$ cat src/rtl/lc3_writeback_unit_if.sv
// Result handshake bundle between the ALU/MDR result mux (master) and the
// writeback unit (slave): one {data, dr, setcc} result per valid&ready edge.
interface lc3_writeback_unit_if #(
  parameter int DATA_W = 16,
  parameter int AW     = 3
);
  logic              valid;
  logic              ready;
  logic [DATA_W-1:0] data;
  logic [AW-1:0]     dr;
  logic              setcc;

  modport master (output valid, data, dr, setcc, input ready);
  modport slave  (input valid, data, dr, setcc, output ready);
endinterface

$ cat src/rtl/lc3_writeback_unit.sv
// LC-3 writeback unit: small result FIFO, 8x16 register file, NZP codes, two read ports.
// Optional macro WB_BYPASS_EN forwards the youngest pending write to the read ports.
module lc3_writeback_unit #(
  parameter int DATA_W     = 16,
  parameter int NUM_REGS   = 8,
  parameter int FIFO_DEPTH = 2,
  localparam int AW = $clog2(NUM_REGS),
  localparam int PW = $clog2(FIFO_DEPTH),
  localparam int CW = $clog2(FIFO_DEPTH + 1)
) (
  input  logic                clk,
  input  logic                rst,
  lc3_writeback_unit_if.slave res,
  input  logic                wb_stall_i,
  input  logic [AW-1:0]       sr1_i,
  input  logic [AW-1:0]       sr2_i,
  output logic [DATA_W-1:0]   sr1_out_o,
  output logic [DATA_W-1:0]   sr2_out_o,
  output logic [2:0]          nzp_o,
  output logic [CW-1:0]       pending_o
);

  logic [DATA_W-1:0] rf_q        [NUM_REGS];
  logic [DATA_W-1:0] fifo_data_q [FIFO_DEPTH];
  logic [AW-1:0]     fifo_dr_q   [FIFO_DEPTH];
  logic              fifo_sc_q   [FIFO_DEPTH];
  logic [PW-1:0]     wr_ptr_q, wr_ptr_d;
  logic [PW-1:0]     rd_ptr_q, rd_ptr_d;
  logic [CW-1:0]     count_q, count_d;
  logic [2:0]        nzp_q, nzp_d;
  logic              push_s, pop_s;

  // Exactly one of N/Z/P is set for any value.
  function automatic logic [2:0] nzp_of(input logic [DATA_W-1:0] v);
    logic n, z;
    n = v[DATA_W-1];
    z = (v == {DATA_W{1'b0}});
    return {n, z, (!n && !z)};
  endfunction

  // Youngest pending entry targeting sr wins; otherwise the committed value.
  function automatic logic [DATA_W-1:0] read_port(input logic [AW-1:0] sr);
    logic [DATA_W-1:0] val;
`ifdef WB_BYPASS_EN
    logic [PW-1:0] idx;
`endif
    val = rf_q[sr];
`ifdef WB_BYPASS_EN
    for (int i = 0; i < FIFO_DEPTH; i++) begin
      idx = rd_ptr_q + PW'(i);
      if ((CW'(i) < count_q) && (fifo_dr_q[idx] == sr)) begin
        val = fifo_data_q[idx];
      end else begin
        val = val;
      end
    end
`endif
    return val;
  endfunction

  assign res.ready = (count_q < CW'(FIFO_DEPTH));
  assign pending_o = count_q;
  assign nzp_o     = nzp_q;

  // Handshake decode and next-state for pointers, occupancy and condition codes.
  always_comb begin
    push_s   = res.valid && res.ready;
    pop_s    = (count_q != {CW{1'b0}}) && !wb_stall_i;
    wr_ptr_d = push_s ? (wr_ptr_q + PW'(1)) : wr_ptr_q;
    rd_ptr_d = pop_s  ? (rd_ptr_q + PW'(1)) : rd_ptr_q;
    case ({push_s, pop_s})
      2'b10:   count_d = count_q + CW'(1);
      2'b01:   count_d = count_q - CW'(1);
      default: count_d = count_q;
    endcase
    if (pop_s && fifo_sc_q[rd_ptr_q]) begin
      nzp_d = nzp_of(fifo_data_q[rd_ptr_q]);
    end else begin
      nzp_d = nzp_q;
    end
  end

  // Combinational register read ports.
  always_comb begin
    sr1_out_o = read_port(sr1_i);
    sr2_out_o = read_port(sr2_i);
  end

  // FIFO storage, register-file commit and state registers.
  always_ff @(posedge clk or posedge rst) begin
    if (rst) begin
      for (int i = 0; i < NUM_REGS; i++) begin
        rf_q[i] <= {DATA_W{1'b0}};
      end
      for (int i = 0; i < FIFO_DEPTH; i++) begin
        fifo_data_q[i] <= {DATA_W{1'b0}};
        fifo_dr_q[i]   <= {AW{1'b0}};
        fifo_sc_q[i]   <= 1'b0;
      end
      wr_ptr_q <= {PW{1'b0}};
      rd_ptr_q <= {PW{1'b0}};
      count_q  <= {CW{1'b0}};
      nzp_q    <= 3'b010;
    end else begin
      if (push_s) begin
        fifo_data_q[wr_ptr_q] <= res.data;
        fifo_dr_q[wr_ptr_q]   <= res.dr;
        fifo_sc_q[wr_ptr_q]   <= res.setcc;
      end
      if (pop_s) begin
        rf_q[fifo_dr_q[rd_ptr_q]] <= fifo_data_q[rd_ptr_q];
      end
      wr_ptr_q <= wr_ptr_d;
      rd_ptr_q <= rd_ptr_d;
      count_q  <= count_d;
      nzp_q    <= nzp_d;
    end
  end

endmodule

$ cat src/flat_wrapper.sv
// flat-port wrapper written by rule: the top's interface ports become plain ports
module lc3_writeback_unit_flat 
#(
  parameter int DATA_W     = 16,
  parameter int NUM_REGS   = 8,
  parameter int FIFO_DEPTH = 2,
  localparam int AW = $clog2(NUM_REGS),
  localparam int PW = $clog2(FIFO_DEPTH),
  localparam int CW = $clog2(FIFO_DEPTH + 1)
)
  (clk, rst, wb_stall_i, sr1_i, sr2_i, sr1_out_o, sr2_out_o, nzp_o, pending_o, res_valid, res_data, res_dr, res_setcc, res_ready);
  lc3_writeback_unit_if #(.DATA_W(DATA_W)) res_i ();
  input  logic clk;
  input  logic rst;
  input  logic wb_stall_i;
  input  logic [AW-1:0] sr1_i;
  input  logic [AW-1:0] sr2_i;
  output logic [DATA_W-1:0] sr1_out_o;
  output logic [DATA_W-1:0] sr2_out_o;
  output logic [2:0] nzp_o;
  output logic [CW-1:0] pending_o;
  input wire logic [$bits(res_i.valid)-1:0] res_valid;
  input wire logic [$bits(res_i.data)-1:0] res_data;
  input wire logic [$bits(res_i.dr)-1:0] res_dr;
  input wire logic [$bits(res_i.setcc)-1:0] res_setcc;
  output wire logic [$bits(res_i.ready)-1:0] res_ready;
  assign res_i.valid = res_valid;
  assign res_i.data = res_data;
  assign res_i.dr = res_dr;
  assign res_i.setcc = res_setcc;
  assign res_ready = res_i.ready;
  lc3_writeback_unit #(.DATA_W(DATA_W), .NUM_REGS(NUM_REGS), .FIFO_DEPTH(FIFO_DEPTH)) u_core (.clk(clk), .rst(rst), .res(res_i), .wb_stall_i(wb_stall_i), .sr1_i(sr1_i), .sr2_i(sr2_i), .sr1_out_o(sr1_out_o), .sr2_out_o(sr2_out_o), .nzp_o(nzp_o), .pending_o(pending_o));
endmodule
$ cat config.mk
export PLATFORM = sky130hd
export DESIGN_NAME = lc3_writeback_unit_flat
export DESIGN_NICKNAME = d
export VERILOG_FILES = /design/src/rtl/lc3_writeback_unit_if.sv /design/src/rtl/lc3_writeback_unit.sv /design/src/flat_wrapper.sv
export SDC_FILE = /design/constraint.sdc
export NUM_CORES = 1
export LEC_CHECK = 0
export BUFFER_PORTS_ARGS = -buffer_cell sky130_fd_sc_hd__buf_4
export CORE_UTILIZATION = 40
export CTS_CLUSTER_DIAMETER = 50
export DETAILED_ROUTE_END_ITERATION = 7
export PLACE_DENSITY = 0.68
export SLEW_MARGIN = 25
export SYNTH_ARGS = -nofsm -noshare
export SYNTH_HDL_FRONTEND = slang
export SYNTH_SLANG_ARGS = --single-unit
$ cat constraint.sdc
create_clock -name clk -period 7.35 [get_ports clk]
set_input_delay 1.47 -clock clk [delete_from_list [all_inputs] [get_ports clk]]
set_output_delay 1.47 -clock clk [all_outputs]
set_load 0.05 [all_outputs]
* After elaboration in Yosys (flattened, before gate mapping)
Index checks and enable logic that the tools add are counted.
** Operators by class
- Add/subtract/negate cells :: 4
- Magnitude comparators :: 8
- Equality and inequality tests :: 2
- Multiplexer cells :: 28
- Bitwise logic cells :: 5
- Reduce and logical (&&, ||, !) cells :: 12
** Operator list (number)
- 16-bit 2-to-1 mux :: 9
- 128-bit bitwise mux :: 1
- 16-bit binary-select mux with 3-bit select :: 2
- 16-bit demux with 3-bit select :: 1
- 32-bit bitwise mux :: 1
- 16-bit demux with 1-bit select :: 1
- 16-bit logical NOT :: 1
- 4-bit >= comparator (second input constant) :: 3
- 3-bit 2-to-1 mux :: 4
- 3-bit inverter with 4-bit output :: 3
- 6-bit bitwise mux :: 1
- 1-bit logical AND :: 6
- 2-bit >= comparator (second input constant) :: 2
- 4-bit by 1-bit < comparator with 1-bit output (second input constant) :: 1
- 1-bit 2-to-1 mux :: 4
- 1-bit inverter with 2-bit output :: 2
- 2-bit case mux with 2 select lines :: 1
- 2-bit nonzero test :: 2
- 3-bit demux with 1-bit select :: 1
- 1-bit logical NOT :: 3
- 1-bit adder (second input constant) :: 2
- 2-bit by 1-bit adder with 2-bit output (second input constant) :: 1
- 2-bit bitwise mux :: 1
- 2-bit by 1-bit equality test with 1-bit output (second input constant) :: 1
- 5 further kinds :: 5
** Word-level totals
- Register bits after elaboration :: 175
- Bits of input ports :: 30
- Output and inout port bits :: 38

* Depth between registers and ports, before layout
- Word-level depth :: 10
- Gate-level depth with buffers :: 6
- Mapped depth without buffers :: 6

* Least setup slack after synthesis
OpenSTA, ideal clock, no wires.
- Path kind :: input-to-output
- Start point :: input sr1_i[1]
- End point :: output sr1_out_o[0]
- Data arrival time :: 2.788 ns
- Slack :: 3.092 ns
- Stages on the path :: 5
- Buffers on the path :: 3
- Cells stage by stage :: buf_2 buf_2 buf_2 mux4_2 mux2_2
** Between the ends
- Word-level cells in the longest chain between the ends :: 4
** Ends and longest elaborated chain
- start, declared :: line flat_wrapper.sv:16 : input logic [AW-1:0] sr1_i;
- 3-bit inverter with 4-bit output (not written as such) :: line lc3_writeback_unit.sv:47 : val = rf_q[sr];
- 16-bit binary-select mux with 3-bit select :: line lc3_writeback_unit.sv:47
- 16-bit 2-to-1 mux (not written as such) (2 in series) :: line lc3_writeback_unit.sv:47
- end, declared :: line flat_wrapper.sv:18 : output logic [DATA_W-1:0] sr1_out_o;
No other way between the ends. The select of a mux whose other input is x is not followed.

* Worst setup path in the final report
- Start point :: input sr2_i[0]
- End point :: output sr2_out_o[15]
** Between the ends
- Word-level cells in the longest chain between the ends :: 4
** Ends and longest elaborated chain
- start, declared :: line flat_wrapper.sv:17 : input logic [AW-1:0] sr2_i;
- 3-bit inverter with 4-bit output (not written as such) :: line lc3_writeback_unit.sv:47
- 16-bit binary-select mux with 3-bit select :: line lc3_writeback_unit.sv:47
- 16-bit 2-to-1 mux (not written as such) (2 in series) :: line lc3_writeback_unit.sv:47
- end, declared :: line flat_wrapper.sv:19 : output logic [DATA_W-1:0] sr2_out_o;
No other way between the ends. The select of a mux whose other input is x is not followed.

==> results.sh <==
export IMPL_status="completed"
export IMPL_cts_tree="done"
export IMPL_dieArea_mm2=0.0223
export IMPL_startpoint_type="primary input"
export IMPL_crit_type="primary input to output port"
export IMPL_path_common_cell="buf_4"
export IMPL_hold_depth=2
export IMPL_cts_setup_buffers=0
export IMPL_switching_share_pct=40.6
export IMPL_rows=53
export IMPL_drtIter0Drc=270
export IMPL_syn_nets=719
export IMPL_cp_required_ns=5.88
export IMPL_holdPathEnd="u_core.rf_q[95]$_DFFE_PP0P_"
export IMPL_slowest_stage="mux4_2"
export IMPL_place_hpwl_um=12300
export IMPL_globalRouteTotalUtil_pct=19.0
export IMPL_layout_nets=764
export IMPL_fin_tns_setup_ns=0
export IMPL_final_common_cell="dfrtp_1"
export IMPL_clkPwrFrac_pct=18.4
export IMPL_ys_flop_type="dfrtp_1"
export IMPL_first_global_vias=5851
export IMPL_layout_common_cells="174 x dfrtp_1, 77 x buf_4, 73 x mux2_2, 69 x nor2_1, 66 x nand2_1"
export IMPL_r2r_start="u_core.rd_ptr_q$_DFFE_PP0P_"
export IMPL_reg2reg_slack_ns=4.78
export IMPL_die_h_um=149
export IMPL_r2r_end="u_core.rf_q[42]$_DFFE_PP0P_"
export IMPL_clkSinkCount=175
export IMPL_comb_power_share_pct=43.7
export IMPL_antenna_found_initial=0
export IMPL_syn_inst=688
export IMPL_cts_resized=0
export IMPL_max_freq_mhz=219
export IMPL_tightest_slew_ns=0.961
export IMPL_n_fill_cell=1891
export IMPL_finClkSkew_ns=0.00759
export IMPL_synth_edf_count=0
export IMPL_peakVddDrop_v=0.000260
export IMPL_yosys_register_bits=175
export IMPL_drt_pass1_iterations=4
export IMPL_maxCapViolCount=0
export IMPL_ys_warn_count=0
export IMPL_routed_via_density=5.53
export IMPL_diodes=0
export IMPL_cts_made_buffers=17
export IMPL_arrival_ns=3.09
export IMPL_ctsHtreeMaxLevel=4
export IMPL_cp_end_kind="output port"
export IMPL_clockBufferDepth=2
export IMPL_finalCriticalPeriod_ns=4.56
export IMPL_synth_cell_area_mm2=0.00868
export IMPL_worstPathCellList="buf_4, mux4_2, mux2_2, buf_4"
export IMPL_p_per_area_mw_per_mm2=482
export IMPL_cts_clk_slew_worst_paths_ns=0.06
export IMPL_sequentialPowerShare_pct=38.0
export IMPL_drt_wirelength_per_cell_um=19.2
export IMPL_utilization_pct=46.7
export IMPL_p_leak_nw=4.16
export IMPL_routed_wl_um=19600
export IMPL_drive_gt1_share_pct=34.6
export IMPL_slew_viol_final=0
export IMPL_ys_types=40
export IMPL_syn2layout_area_growth_pct=13.8
export IMPL_clk_latency_ns=0.42
export IMPL_gr_total_overflow=0
export IMPL_p_int_w=0.00282
export IMPL_route_detailed_drc=0
export IMPL_period_share_pct=62.0
export IMPL_stdcell_count=1020
export IMPL_core_area_mm2=0.0212
export IMPL_relSlewSlack_pct=34.1
export IMPL_io_buffers=67
export IMPL_reg2regPathDepth=4
export IMPL_crit_fanout=32
export IMPL_hold_viol=0
export IMPL_grt_max_degree=77
export IMPL_syn_avg_cell_area_um2=12.6
export IMPL_place_gp_congestion=0.755
export IMPL_rsz0062_at_grt="no"
export IMPL_ys_seq_area_share_pct=50.5
export IMPL_setup_viol=0
export IMPL_p_sw_w=0.00193
export IMPL_postCtsHoldBufs=0
export IMPL_grt_pass1_wl_um=31900
export IMPL_max_stage_delay_ns=0.58
export IMPL_ant_nets=0
export IMPL_root_buffer="clkbuf_16"
export IMPL_die_w_um=149
export IMPL_hold_path_startpoint="u_core.rf_q[95]$_DFFE_PP0P_"
export IMPL_dp_cells=989
export IMPL_async_flop_share_pct=100
export IMPL_vias=5641
export IMPL_hp_class="register to register"
export IMPL_ios=68
export IMPL_start_util_pct=41.0
[sequential cells by signal, indices dropped and copies added (netlist names)]
register	cells
u_core.rf_q	128
u_core.nzp_o	3
u_core.fifo_sc_q	2
u_core.pending_o	2
u_core.wr_ptr_q	1
u_core.rd_ptr_q	1
u_core.fifo_data_q	32
u_core.fifo_dr_q	6
[synthesized netlist by cell type (3+ instances only)]
library cell  count  area, um^2
buf_2            28         140
buf_4             7        52.6
o21ai_0          60         300
mux2_2           73         822
buf_6             6        67.6
xnor2_1           5        43.8
nand2_1          66         248
dfrtp_1         174        4350
o21ai_1           7        35.0
nor3_1            4        20.0
mux2i_1          16         160
nor2_1           69         259
nor4_1            3        18.8
mux4_2           64        1440
clkbuf_1          8        30.0
a21oi_1          65         325
nor3b_1           3        22.5
[stage by stage]
| step | power [W] | hold slack, ns | worst slack (ns) | cell area, um^2 |
|---|---|---|---|---|
| global route | 0.00505 | 0.532 | 2.70 | 9870 |
| floorplan | 0.00334 | 0.461 | 1.14 | 8680 |
| detailed placement | 0.00390 | 0.485 | 2.77 | 9310 |
| CTS | 0.00479 | 0.499 | 2.76 | 9870 |
| global placement | 0.00383 | 0.473 | 2.77 | 9310 |
| finish | 0.00476 | 0.499 | 2.79 | 9870 |
[power by group through the flow]
stage / sequential [W] / clock, W / combinational (W)
2_1_floorplan: 0.00173 / 0 / 0.00161
3_3_place_gp: 0.00179 / 0 / 0.00204
3_5_place_dp: 0.00181 / 0 / 0.00209
4_1_cts: 0.00180 / 0.000888 / 0.00209
5_1_grt: 0.00187 / 0.000932 / 0.00224
6_report: 0.00181 / 0.000873 / 0.00208
[area by class of cell]
cell class / instances / area, um^2 / share of cell area [%]
Inverter: 3 / 16.3 / 0.165
Timing Repair Buffer: 77 / 578 / 5.85
Clock inverter: 9 / 110 / 1.12
Clock buffer: 22 / 454 / 4.60
Multi-Input combinational cell: 459 / 3990 / 40.4
Tap cell: 275 / 344 / 3.48
Sequential cell: 175 / 4380 / 44.4
[metal layers]
metal / share of wire [%] / GRT usage (%)
met5: 0 / 0
met4: 1.5 / 5.97
met3: 4.7 / 3.36
met2: 50 / 31.0
met1: 44 / 25.8
[worst max-delay path, delay by kind of cell]
kind                   cells  cell delay [ns]
muxes                      2             0.90
buffers and inverters      2             0.70
[worst max path at each step]
| stage | startpoint | end | slack (ns) |
|---|---|---|---|
| 3_5_place_dp | sr2_i[0] | sr2_out_o[15] | 2.77 |
| 4_1_cts | sr2_i[0] | sr2_out_o[15] | 2.76 |
| 3_3_place_gp | sr2_i[0] | sr2_out_o[15] | 2.77 |
| 2_1_floorplan | rst | u_core.fifo_data_q[0]$_DFFE_PP0P_ | 1.14 |
| 6_report | sr2_i[0] | sr2_out_o[15] | 2.79 |
| 5_1_grt | sr2_i[0] | sr2_out_o[15] | 2.70 |
[kinds of logic (layout without fill, tap and decap cells)]
| logic type | count (synthesis) | after routing | synth area share, % |
|---|---|---|---|
| AO/OA/AOI/OAI | 143 | 143 | 9.26 |
| flip-flops | 175 | 175 | 50.5 |
| AND/OR/NAND/NOR | 155 | 155 | 7.69 |
| buffers and inverters | 54 | 111 | 3.56 |
| adder cells (fa/ha/maj) | 1 | 1 | 0.144 |
| multiplexers | 155 | 155 | 28.4 |
| XOR/XNOR | 5 | 5 | 0.505 |
Power figures use the tool's default switching activity.
